`src/rtl/clk_div_pkg.sv`:
```
// Shared types and helpers for the programmable clock divider.
//   div_mode_t  : output waveform style of a divider channel
//   chan_idx_w  : width of a channel-select field for a given channel count (min 1)
package clk_div_pkg;

  typedef enum logic {
    MODE_TOGGLE = 1'b0,  // 50 % duty, period 2*div
    MODE_PULSE  = 1'b1   // one-cycle high pulse every div cycles
  } div_mode_t;

  function automatic int unsigned chan_idx_w(input int unsigned n);
    return (n > 1) ? $clog2(n) : 1;
  endfunction

endpackage

```
`src/rtl/div_channel.sv`:
```
// One divider channel: counter, active and shadow settings, terminal-count and apply logic.
//   clk_i      : system clock
//   rst_ni     : asynchronous active-low reset
//   en_i       : count enable; low freezes counter and clk_out, forces tick low
//   sync_i     : restart at counter 0 with outputs low, applying any pending update
//   xfer_i     : accepted configuration transfer for this channel (only while not pending)
//   cfg_div_i  : divisor to shadow on transfer (0 disables the channel)
//   cfg_mode_i : mode to shadow on transfer
//   pending_o  : shadow holds an update not yet applied
//   clk_out_o  : divided output (registered)
//   tick_o     : one-cycle terminal-count strobe (registered)
module div_channel
  import clk_div_pkg::*;
#(
  parameter int unsigned Width      = 26,
  parameter int unsigned DivDefault = 25000000
) (
  input  logic             clk_i,
  input  logic             rst_ni,
  input  logic             en_i,
  input  logic             sync_i,
  input  logic             xfer_i,
  input  logic [Width-1:0] cfg_div_i,
  input  div_mode_t        cfg_mode_i,
  output logic             pending_o,
  output logic             clk_out_o,
  output logic             tick_o
);

  logic [Width-1:0] cnt_q, cnt_d;
  logic [Width-1:0] div_q, div_d;
  logic [Width-1:0] sdiv_q, sdiv_d;
  div_mode_t        mode_q, mode_d;
  div_mode_t        smode_q, smode_d;
  logic             pend_q, pend_d;
  logic             clk_q, clk_d;
  logic             tick_q, tick_d;

  logic             disabled;
  logic             tc;
  logic             apply;
  logic [Width-1:0] eff_div;
  div_mode_t        eff_mode;

  assign disabled = (div_q == '0);
  // div is never 0 here, so div-1 cannot wrap.
  assign tc       = en_i && !disabled && (cnt_q == div_q - Width'(1));
  // A disabled channel has no TC to wait for, so it takes the update straight away, even
  // with en low.
  assign apply    = pend_q && (sync_i || tc || disabled);

  // Settings in force after this edge.
  assign eff_div  = apply ? sdiv_q : div_q;
  assign eff_mode = apply ? smode_q : mode_q;

  // Configuration path: shadow load on transfer, active load on apply. The top only raises
  // xfer_i while pend_q is low, so a transfer and an apply never collide.
  always_comb begin
    div_d   = eff_div;
    mode_d  = eff_mode;
    sdiv_d  = sdiv_q;
    smode_d = smode_q;
    pend_d  = pend_q;
    if (apply) begin
      pend_d = 1'b0;
    end
    if (xfer_i) begin
      sdiv_d  = cfg_div_i;
      smode_d = cfg_mode_i;
      pend_d  = 1'b1;
    end
  end

  // Counter and output path.
  always_comb begin
    cnt_d  = cnt_q;
    clk_d  = clk_q;
    tick_d = 1'b0;
    if (sync_i || disabled) begin
      cnt_d = '0;
      clk_d = 1'b0;
    end else if (!en_i) begin
      // frozen: counter and clk_out hold
    end else if (tc) begin
      cnt_d  = '0;
      tick_d = 1'b1;
      if (eff_mode == MODE_TOGGLE && eff_div != '0) begin
        // Toggle keeps running from its present level, even across a reconfiguration.
        clk_d = ~clk_q;
      end else begin
        // Unchanged pulse channel fires; a freshly applied pulse or disable starts low so
        // no runt pulse leaks out at the boundary.
        clk_d = (mode_q == MODE_PULSE) && !apply;
      end
    end else begin
      cnt_d = cnt_q + Width'(1);
      if (mode_q == MODE_PULSE) begin
        clk_d = 1'b0;
      end
    end
  end

  always_ff @(posedge clk_i or negedge rst_ni) begin
    if (!rst_ni) begin
      cnt_q   <= '0;
      div_q   <= Width'(DivDefault);
      mode_q  <= MODE_TOGGLE;
      sdiv_q  <= '0;
      smode_q <= MODE_TOGGLE;
      pend_q  <= 1'b0;
      clk_q   <= 1'b0;
      tick_q  <= 1'b0;
    end else begin
      cnt_q   <= cnt_d;
      div_q   <= div_d;
      mode_q  <= mode_d;
      sdiv_q  <= sdiv_d;
      smode_q <= smode_d;
      pend_q  <= pend_d;
      clk_q   <= clk_d;
      tick_q  <= tick_d;
    end
  end

  assign pending_o = pend_q;
  assign clk_out_o = clk_q;
  assign tick_o    = tick_q;

endmodule

```
`src/rtl/prog_clock_divider.sv`:
```
// Multi-channel programmable clock/tick divider with glitch-free reconfiguration.
//   clk_in    : system clock
//   rst       : asynchronous active-low reset
//   en        : global count enable
//   sync      : single-cycle restart of all channels, phase-aligned at counter 0
//   cfg_valid : configuration request
//   cfg_ready : addressed channel can accept a request (1 for out-of-range channels)
//   cfg_chan  : target channel
//   cfg_div   : new divisor, 0 disables the channel
//   cfg_mode  : 0 toggle, 1 pulse
//   clk_out   : per-channel divided outputs
//   tick      : per-channel terminal-count strobes
module prog_clock_divider
  import clk_div_pkg::*;
#(
  parameter int unsigned CHANNELS    = 4,
  parameter int unsigned WIDTH       = 26,
  parameter int unsigned DIV_DEFAULT = 25000000
) (
  input  logic                              clk_in,
  input  logic                              rst,
  input  logic                              en,
  input  logic                              sync,
  input  logic                              cfg_valid,
  output logic                              cfg_ready,
  input  logic [chan_idx_w(CHANNELS)-1:0]   cfg_chan,
  input  logic [WIDTH-1:0]                  cfg_div,
  input  logic                              cfg_mode,
  output logic [CHANNELS-1:0]               clk_out,
  output logic [CHANNELS-1:0]               tick
);

  localparam int unsigned ChanW    = chan_idx_w(CHANNELS);
  localparam int unsigned ChanSpan = 2 ** ChanW;

  logic [CHANNELS-1:0] pending;
  logic [ChanSpan-1:0] pend_ext;
  logic                xfer_req;

  // Pad the pending vector to the full index range so an out-of-range cfg_chan reads as
  // not pending (ready) and never matches a channel below.
  always_comb begin
    pend_ext                 = '0;
    pend_ext[CHANNELS-1:0]   = pending;
  end

  assign cfg_ready = ~pend_ext[cfg_chan];
  assign xfer_req  = cfg_valid && cfg_ready;

  for (genvar i = 0; i < CHANNELS; i++) begin : g_chan
    div_channel #(
      .Width      (WIDTH),
      .DivDefault (DIV_DEFAULT)
    ) u_chan (
      .clk_i      (clk_in),
      .rst_ni     (rst),
      .en_i       (en),
      .sync_i     (sync),
      .xfer_i     (xfer_req && (cfg_chan == ChanW'(i))),
      .cfg_div_i  (cfg_div),
      .cfg_mode_i (div_mode_t'(cfg_mode)),
      .pending_o  (pending[i]),
      .clk_out_o  (clk_out[i]),
      .tick_o     (tick[i])
    );
  end

endmodule
```
`config.mk`:
```
export PLATFORM = sky130hd
export DESIGN_NAME = prog_clock_divider
export DESIGN_NICKNAME = d
export VERILOG_FILES = /design/src/rtl/clk_div_pkg.sv /design/src/rtl/div_channel.sv /design/src/rtl/prog_clock_divider.sv
export SDC_FILE = /design/constraint.sdc
export NUM_CORES = 1
export LEC_CHECK = 0
export CAP_MARGIN = 20
export CELL_PAD_IN_SITES_DETAIL_PLACEMENT = 0
export CELL_PAD_IN_SITES_GLOBAL_PLACEMENT = 2
export CORE_MARGIN = 1.5
export CORE_UTILIZATION = 35
export DETAILED_ROUTE_END_ITERATION = 7
export PLACE_DENSITY = 0.81
export SLEW_MARGIN = 30
export SYNTH_ARGS = -nofsm -noshare
export SYNTH_HDL_FRONTEND = slang
export SYNTH_HIERARCHICAL = 1
export SYNTH_SLANG_ARGS = --single-unit
```
`constraint.sdc`:
```
create_clock -name clk_in -period 5.1 [get_ports clk_in]
set_clock_uncertainty 0.05 [all_clocks]
set_input_delay 0.51 -clock clk_in [delete_from_list [all_inputs] [get_ports clk_in]]
set_output_delay 0.51 -clock clk_in [all_outputs]
set_load 0.02 [all_outputs]
```
# [After elaboration in Yosys (flattened, before gate mapping)]
# Index checks and enable logic that the tools add are counted.
[classes] addsub=8 mul=0 div_mod_pow=0 n_lt_le_gt_ge=1 eq_ne=7 shifts=0 muxes=62 bitwise=9 reduce_logical=70
[ops] op="$mux 26" n=16
[ops] op="$add 26x1->26 const B" n=4
[ops] op="$eq 26x26->1" n=4
[ops] op="$logic_not 26->1" n=4
[ops] op="$reduce_bool 26->1" n=4
[ops] op="$sub 26x1->26 const B" n=4
[ops] op="$mux 1" n=45
[ops] op="$logic_and 1x1->1" n=25
[ops] op="$reduce_bool 2->1" n=8
[ops] op="$logic_or 1x1->1" n=12
[ops] op="$reduce_bool 3->1" n=4
[ops] op="$not 1->1" n=9
[ops] op="$logic_not 1->1" n=8
[ops] op="$reduce_and 2->1" n=4
[ops] op="$eq 2x2->1 const B" n=2
[ops] op="$lt 2x3->1 const B" n=1
[ops] op="$bmux 1 s2" n=1
[ops] op="$eq 2x1->1 const B" n=1
[ops] op="$logic_not 2->1" n=1
[totals] ff_bits=332 latch_bits=0 ramBits=0 mem_bits_ro=0 in_bits=34 output_inout_bits=9 wordCells=189 n_memories=0

# [Logic depth before layout (Yosys ltp)]
# Gate-level depths: netlist of the first run.
[logic_depth] depth_word=14 depth_mapped=14 mapped_depth_nobuf=9

# [By module]
# Netlist of the first run, hierarchy kept.
[modules_own_cells] module="div_channel (g_chan[0].u_chan ...)" instances=2 cells_per_inst=610 area_each_um2=5536.6 seq_area_each_um2=2092.0
[modules_own_cells] module="div_channel (g_chan[2].u_chan ...)" instances=2 cells_per_inst=435 area_each_um2=4585.6 seq_area_each_um2=2092.0
[modules_own_cells] module="prog_clock_divider" instances=1 cells_per_inst=7 area_each_um2=63.8 seq_area_each_um2=0.0

# [Worst setup path after synthesis of the first run]
# Ideal clock, no wire load.
[synth_path] path_kind="register -> register" from="register g_chan[2].u_chan.div_q[7]" to="register g_chan[2].u_chan.div_q[10]" arrival_time_ps=3600 required_time_ps=4923 path_slack_ps=1322 path_stages_with_launch=12 path_buffers=4 cell_sequence="dfrtp_1 > buf_2 > or4_1 > or4_1 > clkbuf_1 > nor3_2 > o221ai_1 > or4_1 > buf_2 > o31ai_4 > buf_6 > mux2_1"
[synth_via] elab_chain_cells=8
[synth_lines] item="start: declaration" line_no="div_channel.sv:31" text="logic [Width-1:0] div_q, div_d;"
[synth_lines] item="start signal: assignment" line_no="div_channel.sv:106" text="div_q <= Width'(DivDefault);"
[synth_lines] item="start signal: assignment" line_no="div_channel.sv:115" text="div_q <= div_d;"
[synth_lines] item="parallel branches: the longest is 5 deep, another holds $sub 26x1->26"
[synth_lines] item="$logic_or 1x1->1 (*)" line_no="div_channel.sv:50" text="assign apply = pend_q && (sync_i || tc || disabled);"
[synth_lines] item="$logic_and 1x1->1 (*)" line_no="div_channel.sv:50"
[synth_lines] item="$mux 26 (*)" line_no="div_channel.sv:53" text="assign eff_div = apply ? sdiv_q : div_q;"
[synth_lines] item="named net g_chan[2].u_chan.div_d[10]" line_no="div_channel.sv:31"
# Mark *: on every way through the listed nets, which the timed path passes.
# A chain may end at the register's enable or synchronous reset.

# [Final worst setup path of the first run]
[layout_path] from="register g_chan[0].u_chan.div_q[0]" to="register g_chan[0].u_chan.div_q[19]"
[layout_via] elab_chain_cells=8
[layout_lines] item="start: declaration" line_no="div_channel.sv:31"
[layout_lines] item="start signal: assignment" line_no="div_channel.sv:106"
[layout_lines] item="start signal: assignment" line_no="div_channel.sv:115"
[layout_lines] item="parallel branches: the longest is 5 deep, another holds $sub 26x1->26"
[layout_lines] item="$logic_or 1x1->1 (*)" line_no="div_channel.sv:50"
[layout_lines] item="$logic_and 1x1->1 (*)" line_no="div_channel.sv:50"
[layout_lines] item="$mux 26 (*)" line_no="div_channel.sv:53"
[layout_lines] item="named net g_chan[0].u_chan.div_d[19]" line_no="div_channel.sv:31"
# Marks and branches as above.

==> results of run 1 <==
## layer usage
metal  wire [um]  vias to the layer above
met1       26500                     8222
met2       26800                      323
met4        1250                        0
met5           0                        -
met3        2540                       70
li1            -                     7735
## final timing paths
path                                                to  slack (ns)  cells past startpoint
min in group asynchronous   g_chan[1].u_chan/cnt_q[10]        0.49                      2
hold reg to reg             g_chan[2].u_chan/div_q[23]        0.47                      1
hold / removal               g_chan[0].u_chan/cnt_q[0]        0.46                      3
setup reg to reg            g_chan[0].u_chan/div_q[19]        0.82                     10
setup / recovery            g_chan[0].u_chan/div_q[19]        0.82                     10
max in group asynchronous  g_chan[0].u_chan/sdiv_q[16]        3.28                      3
## cell families (layout without fill, tap and decap cells)
kind of cell | after synthesis | in the layout | synth area share
AOI/OAI and AO/OA | 378 | 378 | 0.136
xor gates and xnor gates | 230 | 230 | 0.0992
adders and majority gates | 12 | 12 | 0.00739
buffers and inverters | 235 | 230 | 0.0511
DFF | 332 | 332 | 0.412
muxes | 173 | 173 | 0.0959
other | 0 | 3 | 0
and+or+nand+nor | 737 | 737 | 0.198
## sequential cells by signal, indices dropped and copies added (netlist names)
register,count
g_chan.u_chan/cnt_q,104
g_chan.u_chan/mode_q,4
g_chan.u_chan/smode_q,4
g_chan.u_chan/div_q,104
g_chan.u_chan/pending_o,4
g_chan.u_chan/sdiv_q,104
g_chan.u_chan/tick_o,4
g_chan.u_chan/clk_out_o,4
## report_power, final
part | internal, mW | switching, mW | total (mW)
clock network | 1.67 | 1.13 | 2.80
registers | 3.15 | 0.643 | 3.80
logic | 0.888 | 0.897 | 1.79
## placed cells by master, fill, tap and decap left out, drive strengths merged, types with 20 or more instances in the layout
master and n:
o22ai 60, a31oi 64, xor2 88, nor4 70, nor3 119, dfstp 48
and3 26, o211ai 20, clkbuf 62, buf 39, nand3 52, xnor2 142
or3 28, nand4 52, inv 79, o311ai 106, o21ai 26, clkdlybuf4s50 40
a21oi 34, or4 38, nand2 137, nor2 132, mux2 162, dfrtp 284
## what timing repair did
| action | in CTS | in global routing |
|---|---|---|
| hold buffers | 1 | 0 |
| hold endpoints to repair | 67 | 0 |
| buffers inserted | 0 | 0 |
## critical path: cells and delay by family, from the launching register on
family,cells,cell delay (ns)
xor gates and xnor gates,1,0.20
adders and majority gates,1,0.35
AOI/OAI and AO/OA,2,0.55
DFF,1,0.47
and+or+nand+nor,4,2.17
buffers and inverters,2,0.39
## area by class of cell
class                   instances  area [sq um]
clock buffers                  62          1200
fillers                      5723         34800
multi-input cells            1530         11000
clock inverters                 9          72.6
diodes                          3          7.51
flip-flops and latches        332          8370
inverters                      79           297
well taps                     765           957
repair buffers                 80           746
==> run_results.csv, run 1 <==
group,metric,value,unit
floorplan,core_area,57500,sq um
synthesis,ys_seq_area_frac,0.412,
route,first_pass_iters,5,
clock_tree,root_buffer,"clkbuf_16",
global_route,grt_max_degree,116,
run_status,outcome,"complete, no violations",
clock_tree,path_clk_slew,0.06,ns
floorplan,start_util,0.353,
route,final_antenna_net_count,0,
synthesis,synth.distinct_cells,74,
sta,slew_headroom,0.340,
sta,period_share,0.839,
power,finalPower,8.38,mW
worst_setup_path,path_class,"flop to flop",
global_route,grt_busiest_layer,"met2",
global_route,grtUsageMet2,0.310,
floorplan,io-pin-count,43,
clock_tree,cts_tree,"done",
sta,slew_viol_final,0,
final_layout,finalNonFillerCells,2860,
synthesis,syn_nets,2143,
worst_setup_path,crit_required,5.50,ns
route,wl,57100,um
sta,holdWs,0.456,ns
synthesis,synth-seq-cells,332,
worst_setup_path,worst_r2r_startpoint,"g_chan[0].u_chan/div_q[0]",
sta,period_minus_slack,4.28,ns
placed_design,dp.cells,2785,
synthesis,synth_area_leaders,"dfrtp_1, mux2_2, dfstp_2",
final_layout,final_layout_size_suffix_gt1_frac,0.155,
sta,rsz0062_at_grt,"false",
placed_design,globalplace.congestion,0.888,
worst_setup_path,startpoint_type,"flop",
global_route,grt_use_total,0.192,
global_route,grt_pass1_vias,16132,
placed_design,io_buffers,42,
synthesis,yosysMostFrequentCell,"dfrtp_1",
hold_path,worstHoldStart,"en",
clock_tree,ctsResizeCount,0,
worst_setup_path,crit_path_end_kind,"flop",
power,p_per_area,370,nW/um^2
sta,setup_ws,0.819,ns
clock_tree,cts.sink_count,332,
global_route,grt_pass1_wl,92000,um
synthesis,synth_edf_count,0,
final_layout,final_area,22700,sq um
worst_setup_path,cp.arrival,4.68,ns
global_route,grt_use_met3,0.0284,
placed_design,dpl.hpwl,39600,um
clock_tree,numCtsBuffers,39,
hold_path,worstHoldPathType,"input pin to flop",
synthesis,syn_inst,2097,
synthesis,synthArstFlopShare,1.00,
final_layout,area.growth.synth_to_final,11.5,%
run,cap_violations,0,
worst_setup_path,path_cells,"inv_1, ha_1, or4b_2, nor4_4, xnor2_1, o2111ai_1, or4_1, buf_4, or3_2, o311ai_1",
worst_setup_path,cpPeakStageDelay,0.78,ns
floorplan,die_h,244,um
global_route,grt-ovfl-total,0,
sta,max_slew.worst_pin.slew,0.986,ns
floorplan,die_w,244,um
clock_tree,h-tree-depth,2,
route,vias,16350,
worst_setup_path,cpMaxStageDelayCell,"or3_2",
global_route,met1_usage,0.266,
global_route,antenna_found_initial,3,
synthesis,yosys_most_used_dff,"dfrtp_1",
route,drc,0,
synthesis,synth_top_cell_by_area,"dfrtp_1",
sta,report.final.setup_viol,0,
power,power_leakage,8.40,nW
worst_setup_path,critPathLaunch,"g_chan[0].u_chan/div_q[0]",
floorplan,std_cell_rows,88,
sta,setup-tns-final,0,ns
route,drt_iter0_markers,1067,
placed_design,placed_cell_area,21400,sq um
synthesis,yosysWarnings,6,
synthesis,avgSynthCellArea,9.68,sq um
synthesis,yosys-top-cells-count,"dfrtp_1, xnor2_1, nand2_1, nor2_1, mux2_2",
final_layout,finish.utilization,0.394,
synthesis,synth_top_area_share,0.350,
route,wl_per_cell,20.0,um
floorplan,die-area,59500,sq um
clock_tree,worstSkewPairLatency,0.56,ns
final_layout,nets,2108,
synthesis,syn-cell-area,20300,sq um
sta,max_freq,0.234,GHz
placed_design,pre_cts_ws,0.860,ns
power,ir_drop,0.000254,V
sta,hold_viol,0,
route,vias_per_cell,5.72,
clock_tree,clockBufferDepth,3,
worst_setup_path,cp_max_fo,29,
Power figures use the tool's default switching activity.
==> inputs of run 2 (changes only) <==
- clock period: 5.1 -> 4.34 ns (I/O delays scaled with it)
==> run 2 against run 1 <==
- global-route usage increased by 0.28 points
- non-clock buffer count is 12 higher
- largest power group unchanged
- final cell count grew 0.42%
==> run_results.csv, run 2 (same netlist as run 1, synthesis figures left out) <==
group,metric,value,unit
sta,period_minus_slack,3.94,ns
final_layout,final_layout_size_suffix_gt1_frac,0.162,
floorplan,die-area,59500,sq um
floorplan,core_area,57500,sq um
power,power_leakage,8.49,nW
global_route,grt-ovfl-total,0,
power,p_seq_frac,0.442,
worst_setup_path,path_cells,"or4_1, or4_1, nor3_2, o221ai_1, or4_1, o31ai_4, buf_12, mux2_2",
clock_tree,post-cts-setup-buffers,0,
power,p_sw_frac,0.318,
hold_path,worstHoldPathType,"input pin to flop",
worst_setup_path,path_delay_family,"simple AND/OR/NAND/NOR gates",
global_route,antenna_found_initial,1,
hold_path,worstHoldStart,"en",
global_route,grt_use_met3,0.0262,
final_layout,nets,2121,
route,vias,16387,
worst_setup_path,cp_max_fo,27,
worst_setup_path,crit_path_frequent_cell,"or4_1",
sta,max_freq,0.254,GHz
route,wl,57600,um
floorplan,io-pin-count,43,
worst_setup_path,crit_required,4.74,ns
global_route,grt_busiest_layer,"met2",
final_layout,final_cell_mix,"dfrtp_1, xnor2_1, nand2_1",
route,first_pass_iters,6,
worst_setup_path,crit_buf_inv,1,
clock_tree,cts.sink_count,332,
worst_setup_path,cp.arrival,4.34,ns
clock_tree,cts_tree,"done",
power,internal-power,6.87,mW
worst_setup_path,cpMaxStageDelayCell,"or4_1",
sta,slew_viol_final,0,
global_route,grt_max_degree,96,
sta,max_slew.worst_pin.slew,0.839,ns
sta,period_share,0.909,
sta,slew_headroom,0.436,
final_layout,final_common_cell,"dfrtp_1",
worst_setup_path,cpPeakStageDelay,0.72,ns
global_route,met1_usage,0.271,
worst_setup_path,worst_r2r_startpoint,"g_chan[3].u_chan/div_q[7]",
sta,hold_viol,0,
global_route,grt_use_total,0.194,
floorplan,std_cell_rows,88,
power,p_comb_frac,0.211,
final_layout,finish.utilization,0.397,
clock_tree,numCtsBuffers,40,
route,wl_per_cell,20.1,um
clock_tree,worstSkewPairLatency,0.56,ns
placed_design,dpl.hpwl,40200,um
final_layout,area.growth.synth_to_final,12.4,%
clock_tree,h-tree-depth,2,
worst_setup_path,crit_path_end_kind,"flop",
run,cap_violations,0,
power,clock_power_share,0.348,
placed_design,dp.cells,2797,
power,ir_drop,0.000355,V
route,vias_per_cell,5.71,
clock_tree,clockBufferDepth,3,
power,p_switching,3.21,mW
sta,report.final.setup_viol,0,
floorplan,die_h,244,um
floorplan,start_util,0.353,
final_layout,antenna_cells,0,
sta,rsz0062_at_grt,"false",
final_layout,finalNonFillerCells,2872,
global_route,grt_pass1_wl,93400,um
final_layout,largest_registers,"g_chan.u_chan/cnt_q: 104 flops, g_chan.u_chan/div_q: 104 flops, g_chan.u_chan/sdiv_q: 104 flops",
placed_design,globalplace.congestion,0.871,
route,drc,0,
clock_tree,root_buffer,"clkbuf_16",
worst_setup_path,critPathLaunch,"g_chan[3].u_chan/div_q[7]",
clock_tree,path_clk_slew,0.06,ns
global_route,grtUsageMet2,0.316,
route,final_antenna_net_count,0,
clock_tree,ctsResizeCount,0,
route,drt_iter0_markers,1086,
power,p_per_area,441,nW/um^2
worst_setup_path,path_class,"flop to flop",
global_route,grt_pass1_vias,16485,
sta,setup-tns-final,0,ns
floorplan,die_w,244,um
placed_design,io_buffers,42,
run_status,outcome,"complete, no violations",
worst_setup_path,startpoint_type,"flop",
[run 2: routing by layer]
layer | up-vias | share of wire
met5 | - | 0
met3 | 66 | 0.045
li1 | 7746 | -
met2 | 328 | 0.47
met1 | 8247 | 0.47
met4 | 0 | 0.019
[run 2: timing repair]
item                                    4_1_cts  5_1_grt
hold buffers                                  1        0
endpoints found under the hold margin        80        0
endpoints found under the setup margin        0        0
[run 2: layout make-up]
type                    count  area (sq um)
clock buffers              54          1150
well taps                 765           957
clock inverters            20           221
fillers                  5675         34600
multi-input cells        1530         11000
repair buffers             92           848
flip-flops and latches    332          8370
inverters                  79           297
[run 2: stage by stage]
stage | cell area [sq um] | power [mW] | setup WS, ns | hold slack, ns
3_3_place_gp | 21400 | 6.53 | 0.517 | 0.447
3_5_place_dp | 21400 | 6.62 | 0.432 | 0.459
4_1_cts | 22800 | 10.2 | 0.415 | 0.431
5_1_grt | 22800 | 10.6 | 0.191 | 0.438
2_1_floorplan | 20300 | 5.86 | 0.562 | 0.0884
6_report | 22800 | 10.1 | 0.396 | 0.444
[run 2: path summary, 6_finish.rpt]
path                                               end  slack (ns)  depth (start not counted)
max in group asynchronous  g_chan[0].u_chan/sdiv_q[21]        2.61                          3
min in group asynchronous   g_chan[1].u_chan/cnt_q[12]        0.46                          2
hold reg to reg                g_chan[2].u_chan/mode_q        0.47                          1
hold / removal               g_chan[2].u_chan/cnt_q[1]        0.44                          3
setup reg to reg             g_chan[3].u_chan/div_q[3]        0.40                          8
setup / recovery             g_chan[3].u_chan/div_q[3]        0.40                          8
[run 2: power groups by stage]
stage               registers, mW  clock network, mW  logic (mW)
CTS                          4.45               3.61        2.12
global route                 4.54               3.72        2.36
floorplan                    4.13                  0        1.73
detailed placement           4.51                  0        2.11
finish                       4.45               3.50        2.12
global placement             4.49                  0        2.05
[run 2: tightest hold or removal path: cells and delay by family]
kind,cells,cell delay [ns]
buffers and inverters,1,0.28
AOI/OAI and AO/OA,2,0.28
==> inputs of run 3 (changes only) <==
--- a/config.mk
+++ b/config.mk
@@ -9,5 +9,5 @@
 export CELL_PAD_IN_SITES_DETAIL_PLACEMENT = 0
 export CELL_PAD_IN_SITES_GLOBAL_PLACEMENT = 2
-export CORE_MARGIN = 1.5
+export CORE_ASPECT_RATIO = 2
 export CORE_UTILIZATION = 35
 export DETAILED_ROUTE_END_ITERATION = 7
--- a/constraint.sdc
+++ b/constraint.sdc
@@ -3,3 +3,3 @@
 set_input_delay 0.434 -clock clk_in [delete_from_list [all_inputs] [get_ports clk_in]]
 set_output_delay 0.434 -clock clk_in [all_outputs]
-set_load 0.02 [all_outputs]
+set_load 0.005 [all_outputs]
==> run 3 against run 2 <==
- register-to-register slack got worse by 0.08 ns
- die area decreased by 0.72%
- sequential share of layout area increased by 0.27 points
- via count increased by 0.62%
- design area decreased by 0.74%
- non-clock buffer count increased by 7
- largest cell class unchanged
==> run_results.csv, run 3 (same netlist as run 1, synthesis figures left out) <==
group,metric,value,unit
run_status,outcome,"complete, no violations",
global_route,antenna_found_initial,2,
final_layout,finalNonFillerCells,2855,
final_layout,area.growth.synth_to_final,11.6,%
worst_setup_path,path_cells,"or4_1, or4_1, nor4_1, o22ai_1, or4_1, o31ai_4, buf_4, mux2_1",
power,power_leakage,8.40,nW
worst_setup_path,startpoint_type,"flop",
worst_setup_path,cp.arrival,4.46,ns
sta,max_freq,0.249,GHz
route,drc,0,
final_layout,nets,2119,
hold_path,whs_path_depth,3,
placed_design,dpl.hpwl,46200,um
power,ir_drop,0.000455,V
route,wl_per_cell,21.8,um
floorplan,die_w,172,um
hold_path,hold_end,"g_chan[3].u_chan/cnt_q[1]",
clock_tree,worstSkewPairLatency,0.61,ns
worst_setup_path,r2r_slack,0.32,ns
power,internal-power,6.57,mW
floorplan,core_area,57200,sq um
route,vias,16489,
power,p_comb_frac,0.228,
route,first_pass_iters,5,
route,final_antenna_net_count,0,
clock_tree,hold_buffers,1,
worst_setup_path,crit_required,4.78,ns
worst_setup_path,crit_path_end_kind,"flop",
sta,rsz0062_at_grt,"false",
placed_design,globalplace.congestion,0.895,
power,p_seq_frac,0.458,
clock_tree,root_buffer,"clkbuf_16",
worst_setup_path,worst_r2r_startpoint,"g_chan[2].u_chan/div_q[7]",
hold_path,worstHoldPathType,"input pin to flop",
floorplan,die_h,343,um
sta,hold_viol,0,
hold_path,worstHoldStart,"en",
placed_design,dp.cells,2795,
global_route,grt_pass1_wl,97600,um
clock_tree,numCtsBuffers,31,
power,clock_power_share,0.313,
clock_tree,post-cts-setup-buffers,0,
route,wl,62300,um
sta,max_slew.worst_pin.slew,0.988,ns
final_layout,final_cell_mix,"dfrtp_1, xnor2_1, nand2_1",
worst_setup_path,crit_path_frequent_cell,"or4_1",
route,vias_per_cell,5.78,
route,drt_iter0_markers,933,
worst_setup_path,path_class,"flop to flop",
worst_setup_path,regToRegEndpoint,"g_chan[2].u_chan/div_q[23]",
power,finalPower,9.82,mW
worst_setup_path,cpMaxStageDelayCell,"or4_1",
clock_tree,cts_tree,"done",
global_route,grt_max_degree,91,
sta,period_share,0.926,
clock_tree,h-tree-depth,1,
floorplan,std_cell_rows,124,
global_route,grt_use_total,0.215,
power,p_per_area,433,nW/um^2
sta,setup-tns-final,0,ns
placed_design,io_buffers,42,
sta,period_minus_slack,4.02,ns
sta,slew_viol_final,0,
floorplan,die-area,59000,sq um
power,p_sw_frac,0.331,
run,cap_violations,0,
worst_setup_path,path_delay_family,"simple AND/OR/NAND/NOR gates",
worst_setup_path,r2r_cells,8,
clock_tree,path_clk_slew,0.07,ns
sta,report.final.setup_viol,0,
floorplan,io-pin-count,43,
worst_setup_path,cpPeakStageDelay,0.70,ns
final_layout,final_common_cell,"dfrtp_1",
worst_setup_path,crit_buf_inv,1,
global_route,grt_pass1_vias,16893,
floorplan,start_util,0.355,
clock_tree,cts.sink_count,332,
final_layout,final_layout_size_suffix_gt1_frac,0.160,
clock_tree,ctsResizeCount,0,
global_route,grt-ovfl-total,0,
sta,slew_headroom,0.339,
final_layout,largest_registers,"g_chan.u_chan/cnt_q: 104 flops, g_chan.u_chan/div_q: 104 flops, g_chan.u_chan/sdiv_q: 104 flops",
power,p_switching,3.25,mW
clock_tree,clockBufferDepth,3,
worst_setup_path,cp_max_fo,16,
-- run 3: cell count changes in the layout (fill, tap and decap cells not counted), sizes merged --
cell / previous run / this run
clkinvlp: 1 / 4
diode: 0 / 1
clkbuf: 54 / 37
buf: 51 / 58
inv: 83 / 82
bufinv: 4 / 7
clkinv: 11 / 7
-- run 3: worst max-delay path by stage --
stage / slack [ns] / to / start / depth (start not counted)
2_1_floorplan: 0.56 / g_chan[2].u_chan/div_q[10] / g_chan[2].u_chan/div_q[7] / 11
3_3_place_gp: 0.46 / g_chan[2].u_chan/div_q[15] / g_chan[2].u_chan/div_q[2] / 8
3_5_place_dp: 0.36 / g_chan[2].u_chan/div_q[23] / g_chan[2].u_chan/div_q[7] / 8
4_1_cts: 0.34 / g_chan[2].u_chan/div_q[23] / g_chan[2].u_chan/div_q[7] / 8
5_1_grt: 0.12 / g_chan[1].u_chan/div_q[22] / g_chan[1].u_chan/div_q[15] / 8
6_report: 0.32 / g_chan[2].u_chan/div_q[23] / g_chan[2].u_chan/div_q[7] / 8
-- run 3: per-stage QoR --
| stage | setup WS [ns] | instance area, sq um | hold WS (ns) | utilization |
|---|---|---|---|---|
| finish | 0.320 | 22700 | 0.308 | 0.396 |
| global route | 0.119 | 22700 | 0.320 | 0.396 |
| CTS | 0.342 | 22700 | 0.295 | 0.396 |
| detailed placement | 0.356 | 21500 | 0.441 | 0.376 |
| global placement | 0.458 | 21500 | 0.424 | 0.375 |
| floorplan | 0.562 | 20300 | 0.0884 | - |
-- run 3: routing by layer --
| metal | track usage | up-vias | part of all wire |
|---|---|---|---|
| li1 | - | 7733 | - |
| met4 | 0.117 | 2 | 0.057 |
| met2 | 0.408 | 392 | 0.55 |
| met3 | 0.0203 | 129 | 0.030 |
| met5 | 0 | - | 0.00027 |
| met1 | 0.228 | 8233 | 0.36 |
-- run 3: worst reg2reg max path: stages, from the launching register on --
cell and delay, ns:
dfrtp_1 0.45, or4_1 0.59, or4_1 0.70, nor4_1 0.39
o22ai_1 0.13, or4_1 0.66, o31ai_4 0.29, buf_4 0.28
mux2_1 0.36
-- run 3: area by class of cell --
type,count,area [sq um]
Fill cell,5669,34600
Multi-Input combinational cell,1530,11000
Sequential cell,332,8370
Tap cell,756,946
Timing Repair Buffer,99,913
Clock buffer,37,818
Clock inverter,21,314
Inverter,79,297
Antenna cell,1,2.50
-- run 3: power by group through the flow --
stage	sequential (mW)	combinational (mW)	clock [mW]
after detailed placement	4.56	2.24	0
after global routing	4.57	2.46	3.26
after CTS	4.50	2.25	3.17
after floorplan	4.13	1.73	0
after global placement	4.52	2.19	0
final	4.50	2.24	3.07
